File: config.mk
export PLATFORM = sky130hd
export DESIGN_NAME = multicycle_controller
export DESIGN_NICKNAME = d
export VERILOG_FILES = /design/src/rtl/multicycle_controller.sv
export SDC_FILE = /design/constraint.sdc
export NUM_CORES = 1
export LEC_CHECK = 0
export CORE_MARGIN = 2
export CORE_UTILIZATION = 48
export DETAILED_ROUTE_END_ITERATION = 10
export PLACE_DENSITY = 0.95
export SETUP_SLACK_MARGIN = 0.02
export SLEW_MARGIN = 5
export SYNTH_ARGS = -nofsm -noshare
export SYNTH_HDL_FRONTEND = slang
export SYNTH_SLANG_ARGS = --single-unit
File: constraint.sdc
create_clock -name clk -period 3.85 [get_ports clk]
set_input_delay 0.5775 -clock clk [delete_from_list [all_inputs] [get_ports clk]]
set_output_delay 0.5775 -clock clk [all_outputs]
set_load 0.01 [all_outputs]
File: src/rtl/multicycle_controller.sv
// Multicycle RISC-V sequencing controller: Moore FSM driving datapath selects/enables plus retired counter.
// Optional JAL support is enabled by defining MULTICYCLE_JAL_EN.
module multicycle_controller #(
    parameter int CNT_W = 32
) (
    input  logic             clk,
    input  logic             reset,
    input  logic [6:0]       Op,
    input  logic [2:0]       funct3,
    input  logic [6:0]       funct7,
    input  logic             Zero,
    output logic             PCWrite,
    output logic             AdrSrc,
    output logic             MemWrite,
    output logic             IRWrite,
    output logic [1:0]       ResultSrc,
    output logic [1:0]       ALUSrcA,
    output logic [1:0]       ALUSrcB,
    output logic [1:0]       ImmSrc,
    output logic [2:0]       ALUControl,
    output logic             RegWrite,
    output logic             illegal_instr,
    output logic [3:0]       state,
    output logic [CNT_W-1:0] retired
);
    typedef enum logic [3:0] {
        S_FETCH = 4'd0, S_DECODE = 4'd1, S_MEMADR = 4'd2, S_MEMREAD = 4'd3,
        S_MEMWB = 4'd4, S_MEMWRITE = 4'd5, S_EXECUTER = 4'd6, S_EXECUTEI = 4'd7,
        S_ALUWB = 4'd8, S_BEQ = 4'd9, S_JAL = 4'd10
    } state_t;

    localparam logic [6:0] OP_LW = 7'b0000011, OP_SW = 7'b0100011, OP_R = 7'b0110011,
                           OP_I  = 7'b0010011, OP_BEQ = 7'b1100011, OP_JAL = 7'b1101111;

    state_t     state_q, state_d;
    logic [CNT_W-1:0] retired_q, retired_d;
    logic       pc_update, branch, ir_write, mem_write, reg_write, adr_src, decode_bad;
    logic [1:0] alu_op, res_src, src_a, src_b;
    logic       unused_funct7;

    assign unused_funct7 = ^{funct7[6], funct7[4:0]};

    always_ff @(posedge clk or posedge reset) begin
        if (reset) begin
            state_q   <= S_FETCH;
            retired_q <= '0;
        end else begin
            state_q   <= state_d;
            retired_q <= retired_d;
        end
    end

    always_comb begin
        state_d    = S_FETCH;
        decode_bad = 1'b0;
        case (state_q)
            S_FETCH:  state_d = S_DECODE;
            S_DECODE: begin
                case (Op)
                    OP_LW, OP_SW: state_d = S_MEMADR;
                    OP_R:         state_d = S_EXECUTER;
                    OP_I:         state_d = S_EXECUTEI;
                    OP_BEQ:       state_d = S_BEQ;
`ifdef MULTICYCLE_JAL_EN
                    OP_JAL:       state_d = S_JAL;
`endif
                    default:      decode_bad = 1'b1;
                endcase
            end
            S_MEMADR:                 state_d = Op[5] ? S_MEMWRITE : S_MEMREAD;
            S_MEMREAD:                state_d = S_MEMWB;
            S_EXECUTER, S_EXECUTEI:   state_d = S_ALUWB;
            S_JAL:                    state_d = S_ALUWB;
            default:                  state_d = S_FETCH;
        endcase
    end

    // Only completed instructions count; illegal exits from DECODE do not.
    always_comb begin
        retired_d = retired_q;
        if (state_q == S_MEMWB || state_q == S_MEMWRITE || state_q == S_ALUWB || state_q == S_BEQ)
            retired_d = retired_q + CNT_W'(1);
    end

    always_comb begin
        pc_update = 1'b0; branch = 1'b0; ir_write = 1'b0; mem_write = 1'b0;
        reg_write = 1'b0; adr_src = 1'b0; alu_op = 2'b00; res_src = 2'b00;
        src_a = 2'b00; src_b = 2'b00;
        case (state_q)
            S_FETCH:    begin ir_write = 1'b1; src_b = 2'b10; res_src = 2'b10; pc_update = 1'b1; end
            S_DECODE:   begin src_a = 2'b01; src_b = 2'b01; end
            S_MEMADR:   begin src_a = 2'b10; src_b = 2'b01; end
            S_MEMREAD:  adr_src = 1'b1;
            S_MEMWB:    begin res_src = 2'b01; reg_write = 1'b1; end
            S_MEMWRITE: begin adr_src = 1'b1; mem_write = 1'b1; end
            S_EXECUTER: begin src_a = 2'b10; alu_op = 2'b10; end
            S_EXECUTEI: begin src_a = 2'b10; src_b = 2'b01; alu_op = 2'b10; end
            S_ALUWB:    reg_write = 1'b1;
            S_BEQ:      begin src_a = 2'b10; alu_op = 2'b01; branch = 1'b1; end
            S_JAL:      begin src_a = 2'b01; src_b = 2'b10; pc_update = 1'b1; end
            default:    ;
        endcase
    end

    always_comb begin
        ALUControl = 3'b000;
        case (alu_op)
            2'b01: ALUControl = 3'b001;
            2'b10: begin
                case (funct3)
                    3'b000:  ALUControl = (Op[5] & funct7[5]) ? 3'b001 : 3'b000;
                    3'b010:  ALUControl = 3'b101;
                    3'b110:  ALUControl = 3'b011;
                    3'b111:  ALUControl = 3'b010;
                    default: ALUControl = 3'b000;
                endcase
            end
            default: ALUControl = 3'b000;
        endcase
    end

    always_comb begin
        ImmSrc = 2'b00;
        case (Op)
            OP_SW:  ImmSrc = 2'b01;
            OP_BEQ: ImmSrc = 2'b10;
`ifdef MULTICYCLE_JAL_EN
            OP_JAL: ImmSrc = 2'b11;
`endif
            default: ImmSrc = 2'b00;
        endcase
    end

    // Enables are gated by reset so nothing writes while the async reset is held.
    assign PCWrite       = ~reset & (pc_update | (branch & Zero));
    assign IRWrite       = ~reset & ir_write;
    assign MemWrite      = ~reset & mem_write;
    assign RegWrite      = ~reset & reg_write;
    assign illegal_instr = ~reset & (state_q == S_DECODE) & decode_bad;
    assign AdrSrc        = adr_src;
    assign ResultSrc     = res_src;
    assign ALUSrcA       = src_a;
    assign ALUSrcB       = src_b;
    assign state         = state_q;
    assign retired       = retired_q;
endmodule

* Word-level counts from Yosys, hierarchy flattened *
Cells that the tools add are included.

cells by class
  mux-type cells = 19
  reductions and logical operators = 15
  equal/unequal tests = 20
  $add $sub $neg = 1
  bitwise gates (word level) = 10

operators with widths
  cell                                                             count
  32-bit by 1-bit adder with 32-bit output, second input constant  1
  2-bit case mux with 2 select lines                               5
  4-bit case mux with 5 select lines                               1
  4-bit by 3-bit == test with 1-bit output, second input constant  4
  4-bit case mux with 4 select lines                               1
  7-bit by 6-bit == test with 1-bit output, second input constant  2
  4-bit == test, second input constant                             3
  3-bit case mux with 4 select lines                               1
  2-bit OR reduction                                               6
  1-bit two-way mux                                                9
  1-bit bitwise AND                                                8
  4-bit by 2-bit == test with 1-bit output, second input constant  2
  7-bit by 2-bit == test with 1-bit output, second input constant  1
  7-bit by 5-bit == test with 1-bit output, second input constant  1
  7-bit == test, second input constant                             1
  3-bit == test, second input constant                             2
  3-bit case mux with 2 select lines                               1
  3-bit OR reduction                                               2
  5-bit OR reduction                                               1
  4-bit by 1-bit == test with 1-bit output, second input constant  1
  4-bit zero test                                                  1
  4-bit OR reduction                                               1
  3-bit by 2-bit == test with 1-bit output, second input constant  1
  3-bit zero test                                                  1
  6 further kinds                                                  8

word-level totals
  input bits = 20
  flip-flop bits (word level) = 36
  output and inout bits = 53
  logic and storage cells = 67

* Longest topological paths before layout *
  depth in word-level cells = 5
  gate-level depth with buffers = 8
  mapped depth without buffers = 7

* Worst setup path after synthesis *
Ideal clock, no wire load.

  kind = register to output
  start = reg state_q[2] (netlist: state[2])
  end = out ALUControl[2]
  cell stages (with the launch flop) = 7
  arrival time = 1.783 ns
  path slack = 1.490 ns
  cell sequence = dfrtp_1 buf_4 nand2b_1 nor2_1 nand2_1 ha_1 nor4_1

on the way
  word-level cells in the longest chain between the ends = 5

RTL lines
  element                                                                    line  text
  start: declaration                                                         35    state_t state_q, state_d;
  start signal: assignment                                                   48    state_q <= state_d;
  4-bit by 3-bit == test with 1-bit output                                   89    case (state_q)
  2-bit OR reduction (no source line)                                        --
  2-bit case mux with 2 select lines *                                       89
  2-bit == test or 2-bit by 1-bit == test with 1-bit output (tied branches)  107   case (alu_op)
  3-bit case mux with 2 select lines *                                       107
  end: declaration                                                           20    output logic [2:0] ALUControl,

Every way passes the cells marked *; elsewhere a longest branch is shown, timed or not.

* Worst setup path in the final report *
Ends and elaborated chain as after synthesis.

==> run_results.csv <==
group,metric,value,unit
floorplan,die_height,68.2,um
clock_network,hold_buffers,0,
critical_path,setup.worst_path.class,"flop to primary output",
sta,fmaxAchievable,313,MHz
floorplan,initial_utilization,0.498,
clock_network,cts_made_buffers,5,
critical_path,critical_path.endpoint_type,"primary output",
synth,synthTopCellsByCount,"36 x dfrtp_1, 31 x xnor2_1, 17 x nand4_1",
clock_network,clock_tree.buffer_depth,2,
clock_network,clock_tree.htree_level_count,2,
detailed_routing,vias,1783,
clock_network,clock-root-buffer,"clkbuf_8",
detailed_routing,route.final.wire_length,4840,um
synth,yosysUniqueCellTypes,39,
detailed_routing,routedWlPerCell,15.3,um
synth,async_reset_ff_frac,1.00,
floorplan,ports,73,
final_layout,area_delta_synth_final,40.5,%
power,power-per-cell-area,368,mW/mm2
placed_design,io_buffer_count,66,
sta,number_of_endpoints_failing_setup_at_the_final_stage,0,
synth,yosysTopAreaCell,"dfrtp_1",
global_routing,global_route_wire_length_before_repair,8100,um
job,max_cap_violations,0,
power,worst_ir_drop_vdd,0.000210,V
critical_path,critical_path_peak_fanout,11,
clock_network,cts.clk_slew.worst_paths,70,ps
outcome,outcome,"completed",
floorplan,floorplan.rows,23,
placed_design,gp_routability_congestion,0.777,
synth,synthesis.area,0.00198,mm2
detailed_routing,antenna_violating_nets_post_route,0,
critical_path,crit_slowest_cell,"clkdlybuf4s50_1",
global_routing,gr-total-overflow,0,
critical_path,worst-endpoint-arrival,2610,ps
sta,timing.final.max_slew_violations,0,
floorplan,placeableCoreArea,0.00397,mm2
global_routing,number_of_global_route_vias_before_repair,1797,
sta,worst_clock_skew,8.89,ps
synth,seq_area_frac_synth,0.455,
clock_network,postCtsSetupRepairBufs,0,
clock_network,postCtsResizedCells,0,
synth,synth_edf_count,0,
min_path,hp-class,"flop to flop",
sta,fin_tns_setup,0,ps
clock_network,clock_latency,280,ps
final_layout,layout-drive-gt1-share,0.0637,
final_layout,design.final.nets,289,
global_routing,antenna_found_initial,0,
synth,top_cells_by_area_synth,"dfrtp_1 46%, xnor2_1 14%, nand4_1 5.4%, nor2_1 2.8%, nand2_1 2.7%",
sta,worst_margin_pin_slew,940,ps
synth,synth_ff_type,"dfrtp_1",
critical_path,required,3270,ps
placed_design,hpwlAfterDp,3680,um
detailed_routing,detailedRoute.firstIterationViolations,94,
synth,synthMostInstantiatedCell,"dfrtp_1",
critical_path,critPathBufInv,1,
synth,ys_seq_elements,36,
sta,portion_of_the_clock_cycle_consumed_by_the_worst_path_in_the_final_layout,0.829,
sta,rsz0062_at_grt,"no",
synth,yosysWarningCount,0,
global_routing,grt_max_degree,21,
critical_path,start_kind,"flop",
detailed_routing,detailedRoute.firstPassIterationCount,4,
sta,report.final.hold_viol_count,0,
synth,syn_nets,221,
clock_network,tritoncts,"yes",
sta,slew-limit-headroom,0.368,
placed_design,placed_cells_incl_taps,309,
clock_network,total_number_of_clock_tree_sinks,36,
critical_path,crit_path_max_incr_delay,580,ps
critical_path,delay_heaviest_family_cp,"simple AND/OR/NAND/NOR gates",
synth,synth.top_cell.area_share,0.455,
global_routing,groute.usage.overall,0.230,
power,power.leakage,1.10,nW
detailed_routing,route.detailed.drc,0,
critical_path,cp_cell_sequence,"nand2b_1, nor2_1, nand2_1, ha_1, nor4_1, clkdlybuf4s50_1",
sta,period_minus_slack,3190,ps
final_layout,antenna_cells_inserted,0,
floorplan,full_die_area,0.00465,mm2
synth,synth.avg_cell_area,10.0,um2
floorplan,die_width,68.2,um
synth,synthesis.instances,198,
final_layout,non_filler_instance_count_after_layout,317,
detailed_routing,via_per_inst,5.62,
[sequential cells by signal, indices dropped and copies added (netlist names)]
register / count
state: 4
retired: 32
[path summary, 6_finish.rpt]
kind,startpoint,end,slack [ps],depth (start not counted)
min in group asynchronous,reset,retired[1],850,2
min reg2reg,retired[31],retired[31],470,1
max,state[2],ALUControl[2],660,6
max reg2reg,state[3],retired[7],1900,4
max in group asynchronous,reset,retired[8],2300,3
min,retired[31],retired[31],470,1
[per-stage QoR]
step	utilization	hold WS, ps	worst slack, ps	instance area [um2]	total power [mW]
after floorplan	-	508	1490	1980	0.594
after global placement	0.676	459	993	2690	0.742
after detailed placement	0.676	462	973	2690	0.757
after CTS	0.700	476	648	2780	1.03
after global routing	0.700	506	428	2780	1.08
final	0.700	469	660	2780	1.02
[layout make-up]
cell class,instances,area (um2)
Clock buffer,7,86.3
Sequential cell,36,901
Timing Repair Buffer,68,676
Tap cell,50,62.6
Clock inverter,1,7.51
Multi-Input combinational cell,146,1010
Inverter,9,33.8
Fill cell,304,1190
[per-layer routing]
metal  part of all wire  global-route usage
met1               0.41               0.275
met2               0.53               0.408
met3              0.048              0.0444
met4              0.017              0.0850
met5                  0                   0
[cell usage in the layout (no fill, tap or decap), types with 3 or more instances in the layout]
cell | synthesis | routed
clkdlybuf4s50_1 | 0 | 66
dfrtp_1 | 36 | 36
xnor2_1 | 31 | 31
nand4_1 | 17 | 17
nor2_1 | 15 | 15
nand2_1 | 14 | 14
nand3_1 | 10 | 10
inv_1 | 9 | 9
nor3_1 | 8 | 8
and3_1 | 6 | 6
clkbuf_8 | 0 | 6
nor4_1 | 5 | 5
and4_1 | 3 | 3
and2_1 | 3 | 3
xor2_1 | 3 | 3
nand2b_1 | 3 | 3
o21ai_0 | 3 | 3
ha_1 | 3 | 3
[where the power goes]
| part | internal [mW] | leakage, nW | total [mW] | switching, mW |
|---|---|---|---|---|
| registers | 0.400 | 0.497 | 0.453 | 0.0527 |
| clock network | 0.145 | 0.0445 | 0.275 | 0.130 |
| logic | 0.165 | 0.560 | 0.295 | 0.130 |
| total | 0.710 | 1.10 | 1.02 | 0.313 |
[cells by family (layout without fill, tap and decap cells)]
family	count (synthesis)	after routing	synth area share
simple gates	94	94	0.285
mux	1	1	0.00569
flops	36	36	0.455
compound gates	13	13	0.0436
buf+inv	16	85	0.0329
xor+xnor	35	35	0.159
fa+ha+maj	3	3	0.0190
Power figures use the tool's default switching activity.
